## config.mk

```make
export PLATFORM = sky130hd
export DESIGN_NAME = ram_arbiter
export DESIGN_NICKNAME = d
export VERILOG_FILES = /design/src/rtl/ram_arb_pkg.sv /design/src/rtl/ram_arbiter.sv
export SDC_FILE = /design/constraint.sdc
export NUM_CORES = 1
export LEC_CHECK = 0
export ABC_AREA = 1
export CORE_UTILIZATION = 27
export CTS_BUF_LIST = sky130_fd_sc_hd__clkbuf_2 sky130_fd_sc_hd__clkbuf_4 sky130_fd_sc_hd__clkbuf_8
export DETAILED_ROUTE_END_ITERATION = 16
export PLACE_DENSITY = 0.83
export SLEW_MARGIN = 25
export SYNTH_ARGS = -nofsm -noshare
export SYNTH_HDL_FRONTEND = slang
export SYNTH_SLANG_ARGS = --single-unit
export TNS_END_PERCENT = 20
```

## constraint.sdc

```tcl
create_clock -name clk_i -period 2.1 [get_ports clk_i]
set_input_delay 0.42 -clock clk_i [delete_from_list [all_inputs] [get_ports clk_i]]
set_output_delay 0.42 -clock clk_i [all_outputs]
set_load 0.02 [all_outputs]
```

## src/rtl/ram_arb_pkg.sv

```systemverilog
`default_nettype none
// ============================================================================
// Module   : ram_arb_pkg
// Purpose  : Shared owner encoding, default widths and helpers for ram_arbiter
// Revision : 1.0 - initial release
// ============================================================================
package ram_arb_pkg;

    localparam int DEF_WORD_WIDTH = 16;
    localparam int DEF_ADDR_WIDTH = 9;

    typedef enum logic [1:0] {
        OWN_NONE = 2'd0,
        OWN_A    = 2'd1,
        OWN_B    = 2'd2
    } owner_t;

    // Smallest r such that 2**r >= value (minimum 1 so counters never collapse)
    function automatic int ceil_log2(input int value);
        int r;
        r = 1;
        for (int i = 1; i < 31; i++) begin
            if ((1 << i) < value) begin
                r = i + 1;
            end
        end
        return r;
    endfunction

endpackage
`default_nettype wire

```

## src/rtl/ram_arbiter.sv

```systemverilog
`default_nettype none
// ============================================================================
// Module   : ram_arbiter
// Purpose  : Two-port valid/ready arbiter in front of one single-port ram,
//            round-robin with capped locked bursts; read data routed back by
//            a one-cycle rvalid pulse.
// Options  : RAM_ARB_FIXED_PRIO_EN - port A always wins contention
// Revision : 1.0 - initial release
// ============================================================================
module ram_arbiter
    import ram_arb_pkg::*;
#(
    parameter int WORD_WIDTH = DEF_WORD_WIDTH,
    parameter int ADDR_WIDTH = DEF_ADDR_WIDTH,
    parameter int MAX_BURST  = 8
) (
    input  logic                  clk_i,
    input  logic                  rst_i,

    input  logic                  a_valid_i,
    output logic                  a_ready_o,
    input  logic                  a_we_i,
    input  logic                  a_lock_i,
    input  logic [ADDR_WIDTH-1:0] a_addr_i,
    input  logic [WORD_WIDTH-1:0] a_mask_i,
    input  logic [WORD_WIDTH-1:0] a_wdata_i,
    output logic [WORD_WIDTH-1:0] a_rdata_o,
    output logic                  a_rvalid_o,

    input  logic                  b_valid_i,
    output logic                  b_ready_o,
    input  logic                  b_we_i,
    input  logic                  b_lock_i,
    input  logic [ADDR_WIDTH-1:0] b_addr_i,
    input  logic [WORD_WIDTH-1:0] b_mask_i,
    input  logic [WORD_WIDTH-1:0] b_wdata_i,
    output logic [WORD_WIDTH-1:0] b_rdata_o,
    output logic                  b_rvalid_o,

    output logic                  ram_clke_o,
    output logic                  ram_we_o,
    output logic [ADDR_WIDTH-1:0] ram_addr_o,
    output logic [WORD_WIDTH-1:0] ram_mask_o,
    output logic [WORD_WIDTH-1:0] ram_wdata_o,
    input  logic [WORD_WIDTH-1:0] ram_rdata_i
);

    localparam int                CNT_W = ceil_log2(MAX_BURST + 1);
    localparam logic [CNT_W-1:0]  C_MAX = CNT_W'(MAX_BURST);
    localparam logic [CNT_W-1:0]  C_ONE = CNT_W'(1);

    owner_t           r_owner;
    owner_t           w_owner_nxt;
    logic [CNT_W-1:0] r_cnt;
    logic [CNT_W-1:0] w_cnt_nxt;
    logic [CNT_W-1:0] w_cnt_sat;
    logic             r_a_rvalid;
    logic             r_b_rvalid;

    logic             w_gnt_a;
    logic             w_gnt_b;
    logic             w_cap_a;
    logic             w_cap_b;
    logic             w_tie_a;

    // ------------------------------------------------------------------------
    // Contention tie-break
    // ------------------------------------------------------------------------
`ifdef RAM_ARB_FIXED_PRIO_EN
    assign w_tie_a = 1'b1;
`else
    logic r_rr_b;

    always_ff @(posedge clk_i) begin
        if (rst_i) begin
            r_rr_b <= 1'b0;
        end else if (w_gnt_a) begin
            r_rr_b <= 1'b1;
        end else if (w_gnt_b) begin
            r_rr_b <= 1'b0;
        end
    end

    assign w_tie_a = ~r_rr_b;
`endif

    // A capped owner yields as soon as the other side is waiting
    assign w_cap_a = (r_owner == OWN_A) && (r_cnt == C_MAX) && b_valid_i;
    assign w_cap_b = (r_owner == OWN_B) && (r_cnt == C_MAX) && a_valid_i;

    always_comb begin
        w_gnt_a = 1'b0;
        w_gnt_b = 1'b0;
        if (rst_i) begin
            w_gnt_a = 1'b0;
            w_gnt_b = 1'b0;
        end else if (w_cap_a) begin
            w_gnt_b = 1'b1;
        end else if (w_cap_b) begin
            w_gnt_a = 1'b1;
        end else if (r_owner == OWN_A) begin
            w_gnt_a = a_valid_i;
        end else if (r_owner == OWN_B) begin
            w_gnt_b = b_valid_i;
        end else if (a_valid_i && b_valid_i) begin
            w_gnt_a = w_tie_a;
            w_gnt_b = ~w_tie_a;
        end else begin
            w_gnt_a = a_valid_i;
            w_gnt_b = b_valid_i;
        end
    end

    // ------------------------------------------------------------------------
    // Lock ownership state machine
    // ------------------------------------------------------------------------
    assign w_cnt_sat = (r_cnt == C_MAX) ? C_MAX : (r_cnt + C_ONE);

    always_ff @(posedge clk_i) begin
        if (rst_i) begin
            r_owner <= OWN_NONE;
            r_cnt   <= '0;
        end else begin
            r_owner <= w_owner_nxt;
            r_cnt   <= w_cnt_nxt;
        end
    end

    always_comb begin
        w_owner_nxt = r_owner;
        w_cnt_nxt   = r_cnt;
        if (w_gnt_a) begin
            if (a_lock_i) begin
                w_owner_nxt = OWN_A;
                w_cnt_nxt   = (r_owner == OWN_A) ? w_cnt_sat : C_ONE;
            end else begin
                w_owner_nxt = OWN_NONE;
                w_cnt_nxt   = '0;
            end
        end else if (w_gnt_b) begin
            if (b_lock_i) begin
                w_owner_nxt = OWN_B;
                w_cnt_nxt   = (r_owner == OWN_B) ? w_cnt_sat : C_ONE;
            end else begin
                w_owner_nxt = OWN_NONE;
                w_cnt_nxt   = '0;
            end
        end
    end

    // ------------------------------------------------------------------------
    // Request mux towards the ram
    // ------------------------------------------------------------------------
    assign a_ready_o   = w_gnt_a;
    assign b_ready_o   = w_gnt_b;
    assign ram_clke_o  = w_gnt_a | w_gnt_b;
    assign ram_we_o    = w_gnt_b ? b_we_i : (w_gnt_a & a_we_i);
    assign ram_addr_o  = w_gnt_b ? b_addr_i  : a_addr_i;
    assign ram_mask_o  = w_gnt_b ? b_mask_i  : a_mask_i;
    assign ram_wdata_o = w_gnt_b ? b_wdata_i : a_wdata_i;

    // ------------------------------------------------------------------------
    // Read response steering
    // ------------------------------------------------------------------------
    always_ff @(posedge clk_i) begin
        if (rst_i) begin
            r_a_rvalid <= 1'b0;
            r_b_rvalid <= 1'b0;
        end else begin
            r_a_rvalid <= w_gnt_a & ~a_we_i;
            r_b_rvalid <= w_gnt_b & ~b_we_i;
        end
    end

    // Gated by reset so a response in flight is dropped in the reset cycle itself
    assign a_rvalid_o = r_a_rvalid & ~rst_i;
    assign b_rvalid_o = r_b_rvalid & ~rst_i;
    assign a_rdata_o  = ram_rdata_i;
    assign b_rdata_o  = ram_rdata_i;

endmodule
`default_nettype wire

```

==> results.sh <==
export IMPL_async_reset_ff_share_pct=0
export IMPL_layout_area_overhead_vs_synth_pct=119.6
export IMPL_cts_tree="done"
export IMPL_slew_violations=0
export IMPL_final_cells=479
export IMPL_crit_path_start_kind="flop"
export IMPL_power_density_mw_per_mm2=375.5
export IMPL_cap_viol_max_count=0
export IMPL_antennaDiodeCount=0
export IMPL_io_buffer_count=136
export IMPL_drtAntennaViolNets=0
export IMPL_worst_pin_slew_ns=0.2610
export IMPL_ctsLongestPathBuffers=2
export IMPL_netlist_instances=274
export IMPL_cts_buffers=3
export IMPL_hold_start="r_owner[0]"
export IMPL_yosys_warnings=0
export IMPL_yosysTopAreaCell="nand2_1"
export IMPL_grt_pass1_vias=2020
export IMPL_final_nets=518
export IMPL_p_leak_nw=1.617
export IMPL_clock_sinks=9
export IMPL_postSynthAreaPerCell_um2=5.315
export IMPL_wl_um=6242
export IMPL_hpwl_um=4428
export IMPL_highest_layer="met4"
export IMPL_r2r_start="r_cnt[0]"
export IMPL_ys_ff_latch=9
export IMPL_antenna_found_initial=0
export IMPL_numPlacedInstances=460
export IMPL_drc=0
export IMPL_violations="negative setup slack"
export IMPL_crit_fanout=6
export IMPL_synth_edf_count=0
export IMPL_vias=2136
export IMPL_die_area_mm2=0.005692
export IMPL_crit_chain="inv_2, ha_4, nand2_4, nor2_4, nand2_2, nand3_4, a21oi_4, buf_12, buf_12, buf_16, nand2_4, nand2_2, buf_6"
export IMPL_die_w_um=75.45
export IMPL_drive_gt1_share_pct=32.27
export IMPL_fin_crit_sh_pct=109.3
export IMPL_cts_max_level=1
export IMPL_drt_iter0_markers=38
export IMPL_hold_violations=0
export IMPL_fmax_ghz=0.4357
export IMPL_grt_max_degree=21
export IMPL_min_path_type="reg2reg"
export IMPL_synth_cell_type_count=20
export IMPL_relSlewSlack_pct=82.60
export IMPL_wirelength_met1_um=2268
export IMPL_yosys_top_cells_count="nand2_1 (148), buf_4 (33), nor2_1 (16)"
export IMPL_wl_met3_um=569
export IMPL_synth_most_common_cell="nand2_1"
export IMPL_wl_met2_um=3280
export IMPL_synth_nets=382
export IMPL_cpPeakStageDelay_ns=0.33
export IMPL_root_buffer="clkbuf_8"
export IMPL_fin_setup_tns_ns=-5.654
export IMPL_seq_area_frac_synth_pct=12.37
export IMPL_r2r_end="r_cnt[0]"
export IMPL_cp_required_ns=1.68
export IMPL_fin_crit_ns=2.295
export IMPL_rr_worst_depth=14
export IMPL_grt_pass1_wl_um=8818
export IMPL_grt_total_usage_pct=20.27
export IMPL_synth_area_mm2=0.001456
export IMPL_fp_dieH_um=75.45
export IMPL_grt_overflow_total=0
export IMPL_avgViaCountPerCell=4.459
export IMPL_clk_insertion_delay_late_ns=0.24
export IMPL_yosysTopAreaCellShare_pct=38.14
export IMPL_crit_path_end_kind="primary output"
export IMPL_boundaryPins=185
export IMPL_setup_violations=44
export IMPL_final_util_pct=62.22
export IMPL_timing_final_ws_setup_ns=-0.1950
export IMPL_critPathLaunch="r_cnt[0]"
export IMPL_irDropWorstVdd_mv=0.2722
export IMPL_rsz0062_at_grt="true"
export IMPL_holdPathStages=2
export IMPL_crit_type="reg2out"
export IMPL_arrival_ns=1.87
export IMPL_status="complete, but fails checks"
export IMPL_synthTopCellsByArea="nand2_1 (38%), buf_4 (17%), dfxtp_1 (12%)"
export IMPL_min_to="r_owner[0]"
export IMPL_gp_congestion=0.7859
export IMPL_ff2ff_setup_slack_ns=0.35
export IMPL_clk_pin_slew_worst_paths_ns=0.05
export IMPL_slowest_stage="dfxtp_2"
export IMPL_skew_ns=0.002660
export IMPL_design_core_area_mm2=0.005140
export IMPL_hold_ws_ns=0.5117
export IMPL_num_rows=26
export IMPL_start_util_pct=28.33
export IMPL_dr_pass1_iters=4
export IMPL_ys_flop_type="dfxtp_1"
export IMPL_avgRoutedWirePerCell_um=13.03
[state kept, by name (all words and copies together), names as in the netlist]
signal / cells
r_a_rvalid: 1
r_owner: 2
r_rr_b: 1
r_b_rvalid: 1
r_cnt: 4
[worst max-delay path, delay by kind of cell, from the launching register on]
kind                     cells  cell delay (ns)
AND/OR/NAND/NOR              6             0.40
adder cells (fa/ha/maj)      1             0.17
AO/OA/AOI/OAI                1             0.18
flip-flops                   1             0.33
buffers and inverters        5             0.53
[placed cells by master (no fill, tap or decap), types with 2 or more instances in the layout]
cell type	instances
nand2_1	127
clkdlybuf4s50_1	87
buf_4	38
buf_6	33
nand2_2	19
nor2_1	16
nand3_1	12
inv_1	11
inv_2	8
buf_12	7
nand2_4	6
dfxtp_1	6
a21oi_1	4
o21ai_0	4
buf_16	4
dlygate4sd2_1	4
nand4_1	3
clkbuf_8	3
dfxtp_2	3
nor2_4	2
nand3_4	2
nor2_2	2
[routing by layer]
| layer | vias up | GRT usage (%) |
|---|---|---|
| met5 | - | 0 |
| met2 | 106 | 39.29 |
| met1 | 947 | 20.97 |
| met4 | 0 | 8.025 |
| met3 | 19 | 4.497 |
| li1 | 1064 | - |
[stage by stage]
| stage | setup slack [ns] | instance area [um^2] | power, W |
|---|---|---|---|
| 6_report | -0.1950 | 3198 | 0.001201 |
| 5_1_grt | -0.2889 | 3198 | 0.001272 |
| 4_1_cts | -0.3123 | 3097 | 0.001172 |
| 3_5_place_dp | -0.7605 | 2788 | 0.0008612 |
| 3_3_place_gp | -0.6861 | 2788 | 0.0008519 |
| 2_1_floorplan | 0.1043 | 1456 | 0.0005608 |
[where the power goes]
group	switching, W	internal (W)
logic	0.000347	0.000437
registers	0.00000926	0.000183
clock network	0.0000784	0.000146
[final cells by class]
| type | count | area, um^2 |
|---|---|---|
| inverters | 19 | 71.32 |
| multi-input cells | 203 | 988.4 |
| flip-flops and latches | 9 | 183.9 |
| clock buffers | 4 | 48.80 |
| repair buffers | 174 | 1818 |
| fillers | 447 | 1942 |
| well taps | 70 | 87.58 |
[kinds of logic after synthesis]
group / count (synthesis) / synth area share (%)
AND/OR/NAND/NOR: 189 / 52.49
buffers and inverters: 62 / 28.26
AO/OA/AOI/OAI: 11 / 4.553
flip-flops: 9 / 12.37
adder cells (fa/ha/maj): 2 / 1.718
XOR/XNOR: 1 / 0.6015
[worst max-delay path by stage]
stage | depth (start not counted) | slack, ns | to
2_1_floorplan | 10 | 0.10 | ram_wdata_o[10]
6_report | 13 | -0.19 | ram_mask_o[4]
4_1_cts | 13 | -0.31 | ram_mask_o[14]
5_1_grt | 13 | -0.29 | ram_mask_o[4]
3_3_place_gp | 9 | -0.69 | ram_wdata_o[5]
3_5_place_dp | 9 | -0.76 | ram_we_o
[what timing repair did]
item	4_1_cts	5_1_grt
gates cloned	5	0
gates resized for setup	269	37
hold buffers	0	0
setup endpoints to repair	47	45
buffers inserted	9	2
pin swaps	9	17
No activity file was read; power rests on OpenSTA's default activity.
